File: src/rtl/mem_arb_pkg.sv
// mem_arb_pkg: shared types and constants for the unified-memory port arbiter.
// Holds the FSM state encoding, requester IDs and latency-counter helpers.
package mem_arb_pkg;

    // Arbiter FSM states
    typedef enum logic [1:0] {
        ARB_IDLE   = 2'd0,
        ARB_ACCESS = 2'd1,
        ARB_RESP   = 2'd2
    } arb_state_t;

    // Requester identifiers
    localparam logic REQ_IF = 1'b0;
    localparam logic REQ_DM = 1'b1;

    // Latency counter width (covers MEM_LAT 1..7)
    localparam int LAT_CW = 3;

    // Counter value at which the memory data is captured.
    function automatic logic [LAT_CW-1:0] lat_last(input int lat);
        return LAT_CW'(lat - 1);
    endfunction

endpackage

File: src/rtl/mem_arb_pick.sv
// mem_arb_pick: combinational winner select for the memory port arbiter.
// Ports: i if_req, dm_req, mask[1:0] (bit0=if, bit1=dm), last_grant;
//        o grant_valid, grant_id.
// Macro MEM_ARB_RR_EN: ties go to the requester that is not last_grant;
// without it, ties go to the data requester.
module mem_arb_pick
    import mem_arb_pkg::*;
(
    input  logic       if_req,
    input  logic       dm_req,
    input  logic [1:0] mask,
    input  logic       last_grant,
    output logic       grant_valid,
    output logic       grant_id
);

    logic w_if_ok;
    logic w_dm_ok;
    logic w_tie_id;

    assign w_if_ok = if_req & ~mask[0];
    assign w_dm_ok = dm_req & ~mask[1];

`ifdef MEM_ARB_RR_EN
    // Alternate on a tie: favour whoever did not win last time.
    assign w_tie_id = (last_grant == REQ_IF) ? REQ_DM : REQ_IF;
`else
    logic w_unused_last_grant;
    assign w_unused_last_grant = last_grant;
    assign w_tie_id = REQ_DM;
`endif

    assign grant_valid = w_if_ok | w_dm_ok;

    always_comb begin
        grant_id = REQ_IF;
        if (w_if_ok && w_dm_ok) begin
            grant_id = w_tie_id;
        end else if (w_dm_ok) begin
            grant_id = REQ_DM;
        end
    end

endmodule

File: src/rtl/mem_port_arbiter.sv
// mem_port_arbiter: shares one single-port memory between the fetch (read)
// and data (read/write) requesters; sequences arbitrate/access/respond.
// Ports: clk, rst (async, active-high);
//        if_req/if_addr -> if_ack/if_rdata;
//        dm_req/dm_wr/dm_addr/dm_wdata -> dm_ack/dm_rdata;
//        mem_enable/mem_wr/mem_addr/mem_data_in -> memory, mem_data_out <- memory;
//        busy (ACCESS state), err (sticky protocol violation).
// Macro MEM_ARB_RR_EN: round-robin tie breaking (default: data wins ties).
module mem_port_arbiter
    import mem_arb_pkg::*;
#(
    parameter int AW      = 16,
    parameter int DW      = 16,
    parameter int MEM_LAT = 1
) (
    input  logic          clk,
    input  logic          rst,
    input  logic          if_req,
    input  logic [AW-1:0] if_addr,
    output logic          if_ack,
    output logic [DW-1:0] if_rdata,
    input  logic          dm_req,
    input  logic          dm_wr,
    input  logic [AW-1:0] dm_addr,
    input  logic [DW-1:0] dm_wdata,
    output logic          dm_ack,
    output logic [DW-1:0] dm_rdata,
    output logic          mem_enable,
    output logic          mem_wr,
    output logic [AW-1:0] mem_addr,
    output logic [DW-1:0] mem_data_in,
    input  logic [DW-1:0] mem_data_out,
    output logic          busy,
    output logic          err
);

    localparam logic [LAT_CW-1:0] LAT_LAST = lat_last(MEM_LAT);

    arb_state_t        r_state;
    logic [LAT_CW-1:0] r_cnt;
    logic              r_owner;
    logic              r_wr;
    logic [AW-1:0]     r_addr;
    logic [DW-1:0]     r_wdata;
    logic [DW-1:0]     r_if_rdata;
    logic [DW-1:0]     r_dm_rdata;
    logic              r_if_ack;
    logic              r_dm_ack;
    logic              r_mem_enable;
    logic              r_mem_wr;
    logic              r_busy;
    logic              r_err;

    logic              w_last_grant;
    logic [1:0]        w_mask;
    logic              w_grant_valid;
    logic              w_grant_id;
    logic              w_owner_req;

    // In RESP the requester just served still holds req; hide it.
    always_comb begin
        w_mask = 2'b00;
        if (r_state == ARB_RESP) begin
            w_mask = (r_owner == REQ_DM) ? 2'b10 : 2'b01;
        end
    end

    assign w_owner_req = (r_owner == REQ_DM) ? dm_req : if_req;

    mem_arb_pick u_pick (
        .if_req      (if_req),
        .dm_req      (dm_req),
        .mask        (w_mask),
        .last_grant  (w_last_grant),
        .grant_valid (w_grant_valid),
        .grant_id    (w_grant_id)
    );

`ifdef MEM_ARB_RR_EN
    logic r_last_grant;

    always_ff @(posedge clk or posedge rst) begin
        if (rst) begin
            r_last_grant <= REQ_IF;
        end else if ((r_state != ARB_ACCESS) && w_grant_valid) begin
            r_last_grant <= w_grant_id;
        end
    end

    assign w_last_grant = r_last_grant;
`else
    assign w_last_grant = REQ_IF;
`endif

    always_ff @(posedge clk or posedge rst) begin
        if (rst) begin
            r_state      <= ARB_IDLE;
            r_cnt        <= '0;
            r_owner      <= REQ_IF;
            r_wr         <= 1'b0;
            r_addr       <= '0;
            r_wdata      <= '0;
            r_if_rdata   <= '0;
            r_dm_rdata   <= '0;
            r_if_ack     <= 1'b0;
            r_dm_ack     <= 1'b0;
            r_mem_enable <= 1'b0;
            r_mem_wr     <= 1'b0;
            r_busy       <= 1'b0;
            r_err        <= 1'b0;
        end else begin
            // Pulse outputs default low every cycle.
            r_if_ack     <= 1'b0;
            r_dm_ack     <= 1'b0;
            r_mem_enable <= 1'b0;
            r_mem_wr     <= 1'b0;
            unique case (r_state)
                ARB_IDLE, ARB_RESP: begin
                    if (w_grant_valid) begin
                        r_owner      <= w_grant_id;
                        r_cnt        <= '0;
                        r_state      <= ARB_ACCESS;
                        r_busy       <= 1'b1;
                        r_mem_enable <= 1'b1;
                        if (w_grant_id == REQ_DM) begin
                            r_wr     <= dm_wr;
                            r_addr   <= dm_addr;
                            r_wdata  <= dm_wdata;
                            r_mem_wr <= dm_wr;
                        end else begin
                            r_wr     <= 1'b0;
                            r_addr   <= if_addr;
                        end
                    end else begin
                        r_state <= ARB_IDLE;
                        r_busy  <= 1'b0;
                    end
                end
                ARB_ACCESS: begin
                    r_cnt <= r_cnt + 1'b1;
                    if (!w_owner_req) begin
                        r_err <= 1'b1;
                    end
                    if (r_cnt == LAT_LAST) begin
                        r_state <= ARB_RESP;
                        r_busy  <= 1'b0;
                        if (r_owner == REQ_DM) begin
                            r_dm_ack <= 1'b1;
                            if (!r_wr) begin
                                r_dm_rdata <= mem_data_out;
                            end
                        end else begin
                            r_if_ack   <= 1'b1;
                            r_if_rdata <= mem_data_out;
                        end
                    end
                end
                default: begin
                    r_state <= ARB_IDLE;
                    r_busy  <= 1'b0;
                end
            endcase
        end
    end

    assign if_ack      = r_if_ack;
    assign if_rdata    = r_if_rdata;
    assign dm_ack      = r_dm_ack;
    assign dm_rdata    = r_dm_rdata;
    assign mem_enable  = r_mem_enable;
    assign mem_wr      = r_mem_wr;
    assign mem_addr    = r_addr;
    assign mem_data_in = r_wdata;
    assign busy        = r_busy;
    assign err         = r_err;

endmodule

File: config.mk
export PLATFORM = sky130hd
export DESIGN_NAME = mem_port_arbiter
export DESIGN_NICKNAME = d
export VERILOG_FILES = /design/src/rtl/mem_arb_pkg.sv /design/src/rtl/mem_arb_pick.sv /design/src/rtl/mem_port_arbiter.sv
export SDC_FILE = /design/constraint.sdc
export NUM_CORES = 1
export LEC_CHECK = 0
export BUFFER_PORTS_ARGS = -buffer_cell sky130_fd_sc_hd__buf_2
export CAP_MARGIN = 15
export CORE_UTILIZATION = 35
export DETAILED_ROUTE_END_ITERATION = 10
export PLACE_DENSITY = 0.61
export SETUP_SLACK_MARGIN = 0.15
export SKIP_CTS_REPAIR_TIMING = 1
export SLEW_MARGIN = 20
export SYNTH_ARGS = -nofsm -noshare
export SYNTH_HDL_FRONTEND = slang
export SYNTH_SLANG_ARGS = --single-unit
File: constraint.sdc
create_clock -name clk -period 2.55 [get_ports clk]
set_clock_uncertainty 0.1 [all_clocks]
set_input_delay 0.3825 -clock clk [delete_from_list [all_inputs] [get_ports clk]]
set_output_delay 0.3825 -clock clk [all_outputs]
set_load 0.02 [all_outputs]
==> metrics.cfg <==
[route]
routedWlPerCell_um = 14.3
drt_pass1_iterations = 4
drtIter0Drc = 36
wl_mm = 7.61
vias = 2505
antenna_left = 0
drc = 0
via_per_inst = 4.72

[setup_path]
max_stage_delay_ns = 0.58
r2r_end = mem_addr[7]
arrival_ns = 2.23
reg2reg_slack_ns = 0.44
cp_num_buf_inv = 1
crit_required_ns = 2.68
worstSetupPathType = reg2reg
cp-end-kind = flip-flop
slowest_stage = and3b_1
ff2ff_path_depth = 4
cp_cell_sequence = buf_4 -> and3b_1 -> o211ai_1 -> mux2_2
critPathMaxFanout = 16
timing.rr.start = r_state[1]
critPathTopFamily = simple AND/OR/NAND/NOR gates
start_kind = flip-flop

[synth]
synth_ff_type = dfrtp_1
synth_area_leaders = dfrtp_1 (56%), mux2_2 (21%), nand4b_1 (4.1%), o211ai_1 (3.5%), nand2b_1 (3.3%)
synth_edf_count = 0
synth_fp_nets = 329
synth.cell_area_um2 = 3450
syn_inst = 258
synth-seq-cells = 77
ys_seq_area_frac = 0.558
ys_warn_count = 0
synth_top_area_frac = 0.558
async_reset_ff_frac = 1.00
synth.avg_cell_area_um2 = 13.4
synth_top_cell_by_area = dfrtp_1
synth.distinct_cells = 31

[power]
internal_power_mw = 3.59
p_leak_nw = 2.10
power_frac_comb = 0.456
p_switching_mw = 2.29
powerDensity_nw_per_um2 = 1310
clockPowerShare = 0.176
seq_power_share = 0.367
p_sw_frac = 0.390
ir_worst_vdd_mv = 0.593

[clock_network]
clock-sinks = 77
htree_levels = 3
root_buffer = clkbuf_8
path_clk_slew_ns = 0.08
cts_tree = built
clk_latency_ns = 0.34
cts.path.max_buffers = 2
cts_buffers = 9

[timing]
fin_crit_ns = 2.11
post-route-period-util = 0.826
setup_viol = 0
grt_setup_unrepaired = false
fin_setup_tns_ns = 0
fmax_mhz = 475
worst_pin_slew_ns = 0.719
slew_headroom = 0.519
finalHoldViolCount = 0
drv_slew = 0

[place]
dp.cells = 515
dp_hpwl_mm = 5.34
numPortBuffers = 138
gp_congestion = 0.688

[run_status]
status = completed

[grt]
grt_pass1_wl_mm = 12.2
grtUsageTotal = 0.155
grt_overflow = 0
grt_max_degree = 46
grt_pass1_vias = 2525
antenna_found_initial = 0

[floorplanning]
initial_utilization = 0.367
core_um2 = 9420
die-area_um2 = 10300
dieWidth_um = 101
die_h_um = 101
num_rows = 35
ios = 139

[job]
maxCapViolCount = 0

[final_layout]
n_antenna_cell = 0
area.growth.synth_to_final_pct = 30.2
drive_above_1_share = 0.580
fin_cells = 531
nFillCells = 900
fin_nets = 468

[min_path]
hp-class = in2async

-- routing by layer --
layer / GRT usage / wire length, um
met1: 0.193 / 3440
met2: 0.253 / 3570
met3: 0.0524 / 524
met4: 0.0502 / 75
met5: 0 / 0
-- flip-flops by register name, indices dropped and copies added, names as in the netlist, 2 cells and up --
name,flops
r_state,2
r_cnt,3
if_rdata,16
dm_rdata,16
mem_data_in,16
mem_addr,16
-- metrics by stage --
step                cell area (um^2)   util  setup slack (ns)  power (mW)  hold WS (ns)
floorplan                       3450      -             0.725        4.07         0.406
global placement                4270  0.453             0.506        4.85         0.367
detailed placement              4270  0.453             0.439        4.92         0.374
CTS                             4490  0.477             0.427        5.99        0.0519
global route                    4490  0.477             0.313        6.27        0.0930
finish                          4490  0.477             0.443        5.88        0.0458
-- kinds of logic (layout without fill, tap and decap cells) --
group           count (synthesis)  in the layout  share of synthesized area
mux                            65             65                      0.212
fa+ha+maj                       2              2                    0.00725
simple gates                   64             64                      0.121
buf+inv                        23            167                     0.0373
compound gates                 26             26                     0.0613
flops                          77             77                      0.558
xor+xnor                        1              1                    0.00254
-- synth_stat cells, drive strengths merged, types with 2 or more instances --
| master | number |
|---|---|
| nand2b | 18 |
| and2 | 2 |
| dfrtp | 77 |
| nand4b | 16 |
| inv | 5 |
| a21o | 2 |
| nand2 | 19 |
| o211ai | 16 |
| mux2 | 64 |
| ha | 2 |
| buf | 11 |
| nor2 | 3 |
| o21ai | 3 |
| clkbuf | 7 |
-- power by group through the flow --
stage | registers, mW | clock network, mW | logic (mW)
floorplan | 2.82 | 0 | 1.25
global placement | 2.16 | 0 | 2.69
detailed placement | 2.19 | 0 | 2.74
CTS | 2.17 | 1.08 | 2.74
global route | 2.25 | 1.11 | 2.91
finish | 2.16 | 1.04 | 2.69
-- how the worst max path moves through the flow --
stage / startpoint / end / depth (start not counted) / slack, ns
6_report: r_state[1] / mem_addr[7] / 4 / 0.44
2_1_floorplan: dm_req / mem_addr[10] / 5 / 0.72
5_1_grt: r_owner / mem_addr[4] / 4 / 0.31
3_5_place_dp: r_state[1] / mem_addr[14] / 4 / 0.44
4_1_cts: r_owner / mem_addr[7] / 4 / 0.43
3_3_place_gp: r_state[1] / mem_addr[5] / 4 / 0.51
-- cells in the final DEF (no fill, tap or decap), types with 2 or more instances in the layout --
cell,count
clkinvlp_4,3
mux2_2,64
nor2_1,2
o21ai_0,3
nand4b_1,16
bufinv_16,2
dfrtp_1,77
o211ai_1,16
buf_4,7
a21o_1,2
inv_1,4
nand2b_1,18
ha_1,2
buf_2,138
clkbuf_8,10
and2_1,2
nand2_1,19
-- final cells by class --
class,count,area (um^2),area share
flip-flops and latches,77,1930,0.429
multi-input cells,158,1400,0.310
repair buffers,146,763,0.170
well taps,129,161,0.0359
clock buffers,11,141,0.0315
clock inverters,5,83.8,0.0187
inverters,5,22.5,0.00501
No activity file was read; power rests on OpenSTA's default activity.
